===== src/rtl/serial_add_ctrl_pkg.sv =====
// rtl/serial_add_ctrl_pkg.sv - shared state encodings and default width for the serial adder
// Contents:
//   DEFAULT_WIDTH : default operand/result width
//   state_e       : controller states ST_IDLE / ST_RUN / ST_DONE
package serial_add_ctrl_pkg;

  localparam int DEFAULT_WIDTH = 8;

  typedef enum logic [1:0] {
    ST_IDLE = 2'd0,
    ST_RUN  = 2'd1,
    ST_DONE = 2'd2
  } state_e;

endpackage


===== src/rtl/serial_add_ctrl_full_add_1bit.sv =====
// rtl/serial_add_ctrl_full_add_1bit.sv - 1-bit full adder built from two half-adder cells
// add_1bit ports:
//   a, b : input bits
//   s    : sum bit (a ^ b)
//   c    : carry bit (a & b)
// full_add_1bit ports:
//   a, b, cin : input bits
//   s         : sum bit
//   cout      : carry out
module add_1bit (
  input  logic a,
  input  logic b,
  output logic s,
  output logic c
);

  assign s = a ^ b;
  assign c = a & b;

endmodule

module full_add_1bit (
  input  logic a,
  input  logic b,
  input  logic cin,
  output logic s,
  output logic cout
);

  logic s0;
  logic c0;
  logic c1;

  add_1bit u_ha0 (
    .a (a),
    .b (b),
    .s (s0),
    .c (c0)
  );

  add_1bit u_ha1 (
    .a (s0),
    .b (cin),
    .s (s),
    .c (c1)
  );

  // Both half-adder carries can never be high together, so OR is the full carry.
  assign cout = c0 | c1;

endmodule


===== src/rtl/serial_add_ctrl.sv =====
// rtl/serial_add_ctrl.sv - bit-serial WIDTH-bit adder controller around one full-adder cell
// Ports:
//   clk    : clock, all state updates on rising edge
//   rst_n  : synchronous active-low reset
//   start  : request, accepted only in IDLE
//   a, b   : operands, sampled on the accepting edge
//   cin    : carry-in, sampled on the accepting edge
//   busy   : high in RUN and DONE
//   done   : one-cycle pulse when sum/cout/ovf are valid
//   sum    : result, held until the next operation completes or reset
//   cout   : unsigned carry out of MSB
//   ovf    : signed overflow
module serial_add_ctrl
  import serial_add_ctrl_pkg::*;
#(
  parameter int WIDTH = DEFAULT_WIDTH
) (
  input  logic             clk,
  input  logic             rst_n,
  input  logic             start,
  input  logic [WIDTH-1:0] a,
  input  logic [WIDTH-1:0] b,
  input  logic             cin,
  output logic             busy,
  output logic             done,
  output logic [WIDTH-1:0] sum,
  output logic             cout,
  output logic             ovf
);

  localparam int CNT_W = $clog2(WIDTH);

  state_e           state_q, state_d;
  logic [WIDTH-1:0] a_sr_q, a_sr_d;
  logic [WIDTH-1:0] b_sr_q, b_sr_d;
  logic [WIDTH-1:0] res_q, res_d;
  logic [WIDTH-1:0] sum_q, sum_d;
  logic [CNT_W-1:0] cnt_q, cnt_d;
  logic             carry_q, carry_d;
  logic             cout_q, cout_d;
  logic             ovf_q, ovf_d;

  logic             s_bit;
  logic             co_bit;
  logic [WIDTH-1:0] res_shift;

  full_add_1bit u_fa (
    .a    (a_sr_q[0]),
    .b    (b_sr_q[0]),
    .cin  (carry_q),
    .s    (s_bit),
    .cout (co_bit)
  );

  // New sum bit enters at the MSB; after WIDTH shifts bit 0 lands at the LSB.
  assign res_shift = {s_bit, res_q[WIDTH-1:1]};

  always_comb begin
    state_d = state_q;
    a_sr_d  = a_sr_q;
    b_sr_d  = b_sr_q;
    res_d   = res_q;
    sum_d   = sum_q;
    cnt_d   = cnt_q;
    carry_d = carry_q;
    cout_d  = cout_q;
    ovf_d   = ovf_q;

    case (state_q)
      ST_IDLE: begin
        if (start) begin
          a_sr_d  = a;
          b_sr_d  = b;
          carry_d = cin;
          cnt_d   = '0;
          state_d = ST_RUN;
        end
      end
      ST_RUN: begin
        a_sr_d  = a_sr_q >> 1;
        b_sr_d  = b_sr_q >> 1;
        res_d   = res_shift;
        carry_d = co_bit;
        cnt_d   = cnt_q + CNT_W'(1);
        if (cnt_q == CNT_W'(WIDTH - 1)) begin
          // Visible result only changes here, so sum/cout never show partial values.
          sum_d   = res_shift;
          cout_d  = co_bit;
          ovf_d   = carry_q ^ co_bit;
          state_d = ST_DONE;
        end
      end
      ST_DONE: begin
        state_d = ST_IDLE;
      end
      default: begin
        state_d = ST_IDLE;
      end
    endcase
  end

  always_ff @(posedge clk) begin
    if (!rst_n) begin
      state_q <= ST_IDLE;
      a_sr_q  <= '0;
      b_sr_q  <= '0;
      res_q   <= '0;
      sum_q   <= '0;
      cnt_q   <= '0;
      carry_q <= 1'b0;
      cout_q  <= 1'b0;
      ovf_q   <= 1'b0;
    end else begin
      state_q <= state_d;
      a_sr_q  <= a_sr_d;
      b_sr_q  <= b_sr_d;
      res_q   <= res_d;
      sum_q   <= sum_d;
      cnt_q   <= cnt_d;
      carry_q <= carry_d;
      cout_q  <= cout_d;
      ovf_q   <= ovf_d;
    end
  end

  assign busy = (state_q == ST_RUN) || (state_q == ST_DONE);
  assign done = (state_q == ST_DONE);
  assign sum  = sum_q;
  assign cout = cout_q;
  assign ovf  = ovf_q;

endmodule

===== config.mk =====
export PLATFORM = sky130hd
export DESIGN_NAME = serial_add_ctrl
export DESIGN_NICKNAME = d
export VERILOG_FILES = /design/src/rtl/serial_add_ctrl_pkg.sv /design/src/rtl/serial_add_ctrl_full_add_1bit.sv /design/src/rtl/serial_add_ctrl.sv
export SDC_FILE = /design/constraint.sdc
export NUM_CORES = 1
export LEC_CHECK = 0
export ABC_AREA = 1
export BUFFER_PORTS_ARGS = -buffer_cell sky130_fd_sc_hd__buf_4
export CORE_MARGIN = 8
export CORE_UTILIZATION = 55
export CTS_BUF_LIST = sky130_fd_sc_hd__clkbuf_16
export CTS_CLUSTER_SIZE = 10
export DETAILED_ROUTE_END_ITERATION = 7
export PLACE_DENSITY = 0.88
export SETUP_SLACK_MARGIN = 0.05
export SLEW_MARGIN = 30
export SYNTH_ARGS = -nofsm -noshare
export SYNTH_HDL_FRONTEND = slang
export SYNTH_SLANG_ARGS = --single-unit

===== constraint.sdc =====
create_clock -name clk -period 2.3 [get_ports clk]
set_input_delay 0.115 -clock clk [delete_from_list [all_inputs] [get_ports clk]]
set_output_delay 0.115 -clock clk [all_outputs]
set_load 0.01 [all_outputs]

; Word level (Yosys, flattened, before mapping)
; Cells that the tools add are included.
[classes]
eq_ne = 5
reduce_logical = 6
mux = 11
n_bitwise = 6
add_sub_neg = 1
[op_table]
columns = cell, count
row1 = $pmux W8 S2, 2
row2 = $mux W8, 2
row3 = $pmux W3 S2, 1
row4 = $reduce_and A2 Y1, 3
row5 = $mux W2, 2
row6 = $ne A2 B2 Y1 const B, 2
row7 = $pmux W2 S2, 1
row8 = $add A3 B1 Y3 const B, 1
row9 = $eq A3 B3 Y1 const B, 1
row10 = $mux W3, 1
row11 = $xor A1 B1 Y1, 3
row12 = $and A1 B1 Y1, 2
row13 = $eq A2 B1 Y1 const B, 1
row14 = $eq A2 B2 Y1 const B, 1
row15 = $logic_not A2 Y1, 1
row16 = $pmux W1 S2, 1
row17 = $reduce_bool A2 Y1, 1
row18 = $logic_or A1 B1 Y1, 1
row19 = $mux W1, 1
row20 = $or A1 B1 Y1, 1
[totals]
wordCells = 38
reg_bits = 40
output_inout_bits = 12

; Depth between registers and ports, before layout
; Gate-level depths: netlist of run 1.
[logic_depth]
word_depth = 4
mapped_depth = 9

; By module
; From an unflattened synthesis of run 1, not the netlist that was laid out.
[hier_totals]
hier_cells = 262
area_unflattened_um2 = 1860.5
[modules_own_cells]
columns = mod, cells_each, area_each_um2, instances
row1 = serial_add_ctrl, 257, 1824.2, 1
row2 = add_1bit, 1, 12.5, 2
row3 = full_add_1bit, 3, 11.3, 1

; Worst setup path before layout of run 1
; Ideal clock, no wire load.
[synth_path]
kind = reg-to-reg
start = register state_q[0]
end = register a_sr_q[0]
stages_incl_launch_ff = 10
arrival_time_ns = 1.100
slack_ns = 1.088
setup_ns = 0.113
n_path_buf = 1
path_cell_list = dfxtp_1 -> inv_1 -> ha_1 -> inv_1 -> nand2_4 -> nand2_4 -> inv_4 -> buf_6 -> nor2_1 -> nor2_1
[synth_between]
elab_chain_len = 3
[synth_rtl]
columns = item, line_no
row1 = from (decl), serial_add_ctrl.sv:33  ; state_e state_q, state_d;
row2 = from (signal assigned), serial_add_ctrl.sv:114  ; state_q <= state_d;
row3 = $eq A2 B1 Y1 / $logic_not A2 Y1 (equally long branches), serial_add_ctrl.sv:69  ; case (state_q)
row4 = $reduce_bool A2 Y1 (no source line) / $ne A2 B2 Y1 (equally long branches), -
row5 = $reduce_and A2 Y1 (no source line), -
row6 = to (signal assigned), serial_add_ctrl.sv:115  ; a_sr_q <= a_sr_d;
row7 = to (decl), serial_add_ctrl.sv:34  ; logic [WIDTH-1:0] a_sr_q, a_sr_d;
; Several ways; a longest one is shown, not always the timed one.
; A chain may end at the register's enable or synchronous reset.

; Worst setup path in the final report of run 1
[layout_path]
start = register state_q[1]
end = register carry_q
[layout_between]
elab_chain_len = 3
[layout_rtl]
columns = item, line_no
row1 = $eq A2 B1 Y1 / $logic_not A2 Y1 (equally long branches), serial_add_ctrl.sv:69
row2 = $reduce_bool A2 Y1 (no source line) / $ne A2 B2 Y1 (equally long branches), -
row3 = $reduce_and A2 Y1 (no source line), -
row4 = to (signal assigned), serial_add_ctrl.sv:120  ; carry_q <= carry_d;
row5 = to (decl), serial_add_ctrl.sv:39  ; logic carry_q, carry_d;
; Several ways; a longest one is shown, not always the timed one.

==> impl_metrics.toml, run 1 <==
[finish]
finish.net_count = 309
area_growth_pct = 18.2
diodes = 0
finalInstanceArea_um2 = 2180
drive_gt1_share_pct = 15.5
stdcell_count = 330
final_core_utilization_pct = 66.3

[worst_setup_path]
cp.required_ns = 2.48
slowest_delay_ns = 0.54
crit_cells = 7
crit_slowest_cell = "ha_1"
crit_buf_inv = 2
crit_fanout = 22
crit_chain = "inv_1, ha_1, nand2_4, nand2_4, inv_4, nor2_1, nor2_1"
cp.arrival_ns = 1.94
worst_setup_path_start_kind = "flop"
path_class = "reg2reg"
endpoint_kind = "flop"
cp_top_family = "simple AND/OR/NAND/NOR gates"
ff2ff_path_depth = 7

[worst_hold_path]
hp-class = "in2reg"
whs_path_depth = 3

[placement]
gp_congestion = 0.756
dpl-instance-area_um2 = 2040
place_hpwl_mm = 2.40
place_ws_ns = 0.579
dp_cells = 322
io_buffers = 31

[yosys]
netlist_instances = 258
yosysTopAreaCellShare_pct = 42.4
syn_area_um2 = 1840
syn_avg_cell_area_um2 = 7.14
syn_nets = 284
yosysUniqueCellTypes = 22
yosys.area.top_type = "dfxtp_1"
seq_area_frac_synth_pct = 42.4
yosysWarnings = 0
ys_ff_latch = 39
yosys-top-cells-area = "dfxtp_1 (42%), nand2_1 (18%), nor2_1 (10%), nand3b_1 (6.5%), a21oi_1 (3.5%)"

[sta]
hold_viol = 0
rsz0062_at_grt = "no"
period_share_pct = 76.5
fin_skew_ns = 0.00438
final.setup.tns_ns = 0
worst_pin_slew_ns = 0.793
layout_setup_ws_ns = 0.540
slew_viol_final = 0
slew_headroom_pct = 47.0
holdWs_ns = 0.0895
post-route-min-period_ns = 1.76
max_freq_ghz = 0.568
setup_viol = 0

[clocking]
clk-insertion-delay-late_ns = 0.28
post_cts.repair.setup_buffers = 0
clockBufferDepth = 2
cts_resized = 0
cts_buffers = 5
tritoncts = "built"
clk_pin_slew_ns = 0.06
clock-sinks = 39
h-tree-depth = 2
root_buffer = "clkbuf_16"
ctsHoldBuffers = 0

[floorplanning]
row_count = 21
die_area_um2 = 5460
start_util_pct = 56.1
die_w_um = 73.9
placeableCoreArea_um2 = 3280
boundaryPins = 32
floorplan.die.height_um = 73.9

[global_routing]
antenna_found_initial = 0
grt_pass1_wl_mm = 6.56
grt_pass1_vias = 1611
grt_usage_pct = 15.2
gr-total-overflow = 0
grt_start_max_net_pins = 31

[drt]
avgRoutedWirePerCell_um = 11.1
firstDrtPassIters = 4
postRouteAntennaNets = 0
wl_mm = 3.66
drc = 0
via_count = 1616
vias_per_cell = 4.90
dr.first_iter.drc_count = 61

[pwr]
ir_worst_vdd_uv = 602
leakage_nw = 1.05
pwr_density_cell_nw_per_um2 = 816
power_mw = 1.78

[run]
drv_cap = 0

[outcome]
status = "complete, no violations"
==> per-layer routing <==
metal	share of wire [%]	GRT usage (%)
met1	45	16.0
met2	49	27.3
met3	5.3	5.46
met4	0.36	4.88
met5	0	0
==> synth_stat cells, drive strengths merged <==
library cell and instances:
a21oi 13, a22oi 2, buf 12, clkbuf 3, clkinv 1, dfxtp 39, fa 1, ha 5
inv 10, nand2 89, nand3 5, nand3b 16, nor2 51, o21ai 10, xnor2 1
==> layout by cell type, fill, tap and decap left out, drive strengths merged <==
cell type  Yosys  routed
nor2          51      51
ha             5       5
clkbuf         3       5
a21oi         13      13
inv           10      11
clkinv         1       2
nand3b        16      16
o21ai         10      10
clkinvlp       0       1
a22oi          2       2
xnor2          1       1
nand2         89      89
dfxtp         39      39
fa             1       1
nand3          5       5
buf           12      33
==> power by group <==
group          internal (mW)  switching (mW)  leakage, nW
Combinational          0.143           0.218        0.658
Sequential             0.734          0.0293        0.319
Clock                  0.395           0.257       0.0710
==> registers in the layout (all words and copies together) (netlist names), 2 cells and up <==
signal / cells
cnt_q: 3
state_q: 2
sum: 8
res_q: 7
a_sr_q: 8
b_sr_q: 8
==> worst paths after layout <==
| check | startpoint | endpoint | slack, ns |
|---|---|---|---|
| setup / recovery | state_q[1] | carry_q | 0.54 |
| hold / removal | a[7] | a_sr_q[7] | 0.09 |
| setup reg to reg | state_q[1] | carry_q | 0.54 |
| hold reg to reg | res_q[3] | res_q[2] | 0.47 |
==> logic make-up after synthesis <==
logic type | Yosys count | synth area share, %
fa+ha+maj | 6 | 4.48
simple gates | 161 | 37.2
flops | 39 | 42.4
compound gates | 25 | 7.06
xor+xnor | 1 | 0.475
buf+inv | 26 | 8.42
==> worst register-to-register path, delay by kind of cell (launching register included) <==
| family | cells | cell delay [ns] |
|---|---|---|
| AND/OR/NAND/NOR | 4 | 0.62 |
| buffers and inverters | 2 | 0.18 |
| flip-flops | 1 | 0.32 |
| adder cells (fa/ha/maj) | 1 | 0.54 |
==> final cells by class <==
type                            count  area (µm²)
Tap cell                           46        57.6
Timing Repair Buffer               33         248
Inverter                           11        43.8
Clock buffer                        5         125
Sequential cell                    39         781
Clock inverter                      3        16.3
Fill cell                         313        1110
Multi-Input combinational cell    193         907
No activity file was read; power rests on OpenSTA's default activity.
==> run 2, diff against run 1 <==
==> constraint.sdc (replaced) <==
create_clock -name clk -period 1.7 [get_ports clk]
set_input_delay 0.085 -clock clk [delete_from_list [all_inputs] [get_ports clk]]
set_output_delay 0.085 -clock clk [all_outputs]
set_load 0.01 [all_outputs]
==> run 2 against run 1 <==
  * Sequential share of layout area decreased by 0.41 points
  * Register-to-register slack got worse by 0.28 ns
  * Clock-buffer cell count unchanged
  * Routed wire length increased by 8.1%
  * Fmax increased by 22%
  * Combinational power increased by 42%
  * Non-clock buffer count increased by 4
==> impl_metrics.toml, run 2 (synthesis results as in run 1) <==
[outcome]
status = "complete, no violations"

[run]
drv_cap = 0

[worst_setup_path]
crit_fanout = 25
worstReg2RegStart = "state_q[1]"
crit_buf_inv = 2
crit_chain = "inv_1, ha_1, inv_2, nand2_1, nand2_1, nor2_1, nor2_1"
ff2ff_path_depth = 7
reg2reg_slack_ns = 0.26
cp.arrival_ns = 1.66
slowest_delay_ns = 0.35
cp.required_ns = 1.92
path_class = "reg2reg"
cp_top_family = "buffers and inverters"
r2r-end = "a_sr_q[5]"
endpoint_kind = "flop"
worst_setup_path_start_kind = "flop"
crit_slowest_cell = "dfxtp_1"

[sta]
setup_viol = 0
rsz0062_at_grt = "no"
max_freq_ghz = 0.694
period_share_pct = 84.8
slew_headroom_pct = 73.1
fin_skew_ns = 0.00352
slew_viol_final = 0
final.setup.tns_ns = 0
post-route-min-period_ns = 1.44
hold_viol = 0
worst_pin_slew_ns = 0.403

[finish]
drive_gt1_share_pct = 16.0
finish.net_count = 313
finalInstanceArea_um2 = 2200
stdcell_count = 334
diodes = 0
final_cell_mix = "nand2_1 (87), nor2_1 (51), dfxtp_1 (39)"
final_common_cell = "nand2_1"
area_growth_pct = 19.6

[global_routing]
grt_pass1_vias = 1644
grt_usage_pct = 16.3
grt_start_max_net_pins = 26
gr-total-overflow = 0
antenna_found_initial = 0
grt_pass1_wl_mm = 6.88

[placement]
dp_cells = 326
place_hpwl_mm = 2.72
io_buffers = 31
dpl-instance-area_um2 = 2070
gp_congestion = 0.771

[pwr]
pwr_density_cell_nw_per_um2 = 1100
leakage_nw = 1.07
power_mw = 2.42
ir_worst_vdd_uv = 615

[worst_hold_path]
min_from = "a[7]"
whs_path_depth = 3
hp-class = "in2reg"
whs_endpoint = "a_sr_q[7]"

[drt]
firstDrtPassIters = 4
via_count = 1611
drc = 0
avgRoutedWirePerCell_um = 11.8
wl_mm = 3.95
vias_per_cell = 4.82
postRouteAntennaNets = 0
dr.first_iter.drc_count = 111

[floorplanning]
floorplan.die.height_um = 73.9
die_w_um = 73.9
start_util_pct = 56.1
die_area_um2 = 5460
boundaryPins = 32
row_count = 21
placeableCoreArea_um2 = 3280

[clocking]
clk-insertion-delay-late_ns = 0.28
cts_resized = 0
cts_buffers = 5
tritoncts = "built"
clockBufferDepth = 2
h-tree-depth = 2
root_buffer = "clkbuf_16"
post_cts.repair.setup_buffers = 0
clock-sinks = 39
ctsHoldBuffers = 0
clk_pin_slew_ns = 0.06
run 2: changes by cell type in the layout (fill, tap and decap cells not counted):
cell        before  now
clkinv_1         1    3
clkinv_2         1    0
buf_4           33   37
clkinvlp_4       1    0
run 2: area by class of cell:
cell class / instances / area, µm²
Multi-Input combinational cell: 193 / 907
Fill cell: 307 / 1080
Inverter: 11 / 43.8
Sequential cell: 39 / 781
Tap cell: 46 / 57.6
Clock buffer: 5 / 125
Timing Repair Buffer: 37 / 278
Clock inverter: 3 / 11.3
run 2: worst max-delay path by stage:
stage,cells after the start,slack [ns],to,start
final,7,0.26,a_sr_q[5],state_q[1]
after global routing,7,0.09,a_sr_q[6],state_q[1]
after CTS,7,0.25,b_sr_q[1],state_q[1]
after detailed placement,7,0.28,b_sr_q[1],state_q[1]
after global placement,8,0.33,a_sr_q[1],state_q[0]
after floorplan,9,0.49,a_sr_q[0],state_q[0]
run 2: power breakdown:
group / switching, mW / total (mW) / internal (mW) / leakage [nW]
clock: 0.345 / 0.872 / 0.527 / 0.0701
combinational: 0.307 / 0.513 / 0.206 / 0.677
sequential: 0.0411 / 1.03 / 0.994 / 0.319
run 2: metal layers:
| layer | up-vias | wire, µm | global-route usage [%] |
|---|---|---|---|
| met5 | - | 0 | 0 |
| met3 | 7 | 138 | 6.14 |
| met1 | 708 | 1780 | 17.4 |
| met2 | 34 | 1960 | 28.1 |
| met4 | 0 | 70 | 6.43 |
| li1 | 862 | - | - |
run 2: worst reg2reg max path, cell delays in order (launching register included):
cell and delay (ns):
dfxtp_1 0.35, inv_1 0.07, ha_1 0.27, inv_2 0.34, nand2_1 0.11, nand2_1 0.08
nor2_1 0.05, nor2_1 0.11
run 2: through the flow:
stage	setup WS (ns)	utilization (%)	hold WS (ns)
floorplan	0.488	-	0.252
global placement	0.334	62.9	0.341
detailed placement	0.277	62.9	0.356
CTS	0.253	67.1	0.0647
global route	0.0929	67.1	0.0985
finish	0.258	67.1	0.0614
==> run 3, diff against run 2 <==
--- a/config.mk
+++ b/config.mk
@@ -8,11 +8,11 @@
 export ABC_AREA = 1
 export BUFFER_PORTS_ARGS = -buffer_cell sky130_fd_sc_hd__buf_4
 export CORE_MARGIN = 8
-export CORE_UTILIZATION = 55
+export CORE_UTILIZATION = 49
 export CTS_BUF_LIST = sky130_fd_sc_hd__clkbuf_16
 export CTS_CLUSTER_SIZE = 10
 export DETAILED_ROUTE_END_ITERATION = 7
-export PLACE_DENSITY = 0.88
+export PLACE_DENSITY = 0.83
 export SETUP_SLACK_MARGIN = 0.05
 export SLEW_MARGIN = 30
 export SYNTH_ARGS = -nofsm -noshare
==> constraint.sdc (replaced) <==
create_clock -name clk -period 1.2 [get_ports clk]
set_input_delay 0.06 -clock clk [delete_from_list [all_inputs] [get_ports clk]]
set_output_delay 0.06 -clock clk [all_outputs]
set_load 0.01 [all_outputs]
==> run 3 against run 2 <==
  * The flow now finishes with violations (setup timing)
  * Flip-flop and latch count did not move
  * Critical path depth unchanged
  * Register-to-register slack got worse by 0.29 ns
  * Clock-buffer cell count stayed put
  * Sequential share of layout area fell by 4.2 points
  * Sequential power is 43% higher
  * Combinational power is 94% higher
  * Worst hold slack got worse by 0.020 ns
  * Power rose by 55%
  * Critical path type unchanged
  * Final area grew 15%
  * Clock skew is 0.0020 ns lower
==> impl_metrics.toml, run 3 (synthesis results as in run 1) <==
[outcome]
status = "complete, but fails checks"
violations = "setup timing"

[drt]
vias_per_cell = 5.09
via_count = 1771
postRouteAntennaNets = 0
dr.first_iter.drc_count = 172
wl_mm = 4.83
firstDrtPassIters = 4
drc = 0
avgRoutedWirePerCell_um = 13.9

[placement]
place_hpwl_mm = 2.83
io_buffers = 31
dpl-instance-area_um2 = 2180
gp_congestion = 0.766
dp_cells = 336

[floorplanning]
die_area_um2 = 5980
floorplan.die.height_um = 77.3
start_util_pct = 50.7
row_count = 22
boundaryPins = 32
placeableCoreArea_um2 = 3630
die_w_um = 77.3

[clocking]
clockBufferDepth = 2
cts_buffers = 5
ctsHoldBuffers = 0
tritoncts = "built"
root_buffer = "clkbuf_16"
h-tree-depth = 2
clock-sinks = 39
clk-insertion-delay-late_ns = 0.28
clk_pin_slew_ns = 0.05

[finish]
diodes = 0
drive_gt1_share_pct = 30.7
final_common_cell = "nand2_1"
area_growth_pct = 36.9
final_cell_mix = "nand2_1 (82), nor2_1 (48), buf_4 (40)"
finalInstanceArea_um2 = 2520
finish.net_count = 325
stdcell_count = 348

[sta]
period_share_pct = 103
rsz0062_at_grt = "yes"
max_freq_ghz = 0.811
post-route-min-period_ns = 1.23
slew_headroom_pct = 76.9
fin_skew_ns = 0.00152
slew_viol_final = 0
hold_viol = 0
layout_setup_ws_ns = -0.0329
worst_pin_slew_ns = 0.344
setup_viol = 6

[global_routing]
grt_pass1_vias = 1762
grt_usage_pct = 16.4
gr-total-overflow = 0
antenna_found_initial = 0
grt_pass1_wl_mm = 8.02
grt_start_max_net_pins = 26

[worst_setup_path]
worst_setup_path_start_kind = "flop"
ff2ff_path_depth = 7
crit_fanout = 8
r2r-end = "b_sr_q[7]"
endpoint_kind = "flop"
cp.required_ns = 1.41
path_class = "reg2reg"
cp.arrival_ns = 1.45
worstReg2RegStart = "state_q[1]"
reg2reg_slack_ns = -0.03

[worst_hold_path]
hp-class = "in2reg"
whs_endpoint = "a_sr_q[7]"
min_from = "a[7]"
whs_path_depth = 3

[pwr]
power_mw = 3.74
leakage_nw = 1.17
ir_worst_vdd_uv = 1340
pwr_density_cell_nw_per_um2 = 1480

[run]
drv_cap = 0
## run 3: changes by cell type in the layout (fill, tap and decap cells not counted), moves of 5 or more
cell / change
o21ai_0: -9
o21ai_1: +8
buf_6: +6
dfxtp_1: -5
dfxtp_2: +5
ha_1: -5
inv_1: -5
nand2_1: -5
## run 3: worst max-delay path by stage
stage | cells past startpoint | slack [ns] | end | from
2_1_floorplan | 9 | 0.03 | a_sr_q[0] | state_q[0]
3_3_place_gp | 6 | -0.04 | state_q[1] | cnt_q[0]
3_5_place_dp | 6 | -0.07 | state_q[1] | cnt_q[0]
4_1_cts | 6 | 0.02 | b_sr_q[7] | state_q[1]
5_1_grt | 8 | -0.11 | b_sr_q[7] | state_q[0]
6_report | 7 | -0.03 | b_sr_q[7] | state_q[1]
## run 3: cell type report
class,instances,area [µm²]
inverters,11,66.3
clock inverters,3,15.0
multi-input cells,193,1030
flip-flops and latches,39,787
clock buffers,5,125
repair buffers,49,435
well taps,48,60.1
fillers,295,1110
## run 3: power breakdown
| group | leakage, nW | total [mW] | internal (mW) | switching (mW) |
|---|---|---|---|---|
| combinational | 0.771 | 0.997 | 0.443 | 0.554 |
| clock | 0.0733 | 1.27 | 0.757 | 0.511 |
| sequential | 0.321 | 1.47 | 1.41 | 0.0630 |
| total | 1.17 | 3.74 | 2.61 | 1.13 |
## run 3: per-layer routing
| metal | GRT usage, % | vias up | part of all wire [%] |
|---|---|---|---|
| met2 | 28.4 | 54 | 50 |
| met3 | 4.95 | 12 | 6.1 |
| li1 | - | 891 | - |
| met4 | 9.25 | 0 | 3.1 |
| met1 | 17.3 | 814 | 41 |
| met5 | 0 | - | 0 |
## run 3: critical path, stage by stage (launching register included)
cell and delay [ns]:
dfxtp_2 0.33, inv_4 0.07, ha_4 0.24, nand2_8 0.11
buf_12 0.15, nand3b_1 0.08, nand2_1 0.06, nor2_1 0.12
## run 3: what timing repair did
item	CTS	global route
pin swaps	8	5
setup endpoints to repair	32	40
resized for setup	45	9
gates cloned	2	0
buffers inserted	2	0
## run 3: per-stage QoR
stage | util, % | TNS [ns] | setup WS, ns | hold slack, ns
2_1_floorplan | - | 0 | 0.0283 | 0.226
3_5_place_dp | 59.9 | -0.360 | -0.0712 | 0.333
3_3_place_gp | 59.9 | -0.0366 | -0.0366 | 0.317
5_1_grt | 69.5 | -1.58 | -0.114 | 0.0440
6_report | 69.5 | -0.0605 | -0.0329 | 0.0415
4_1_cts | 68.8 | 0 | 0.0158 | 0.0375
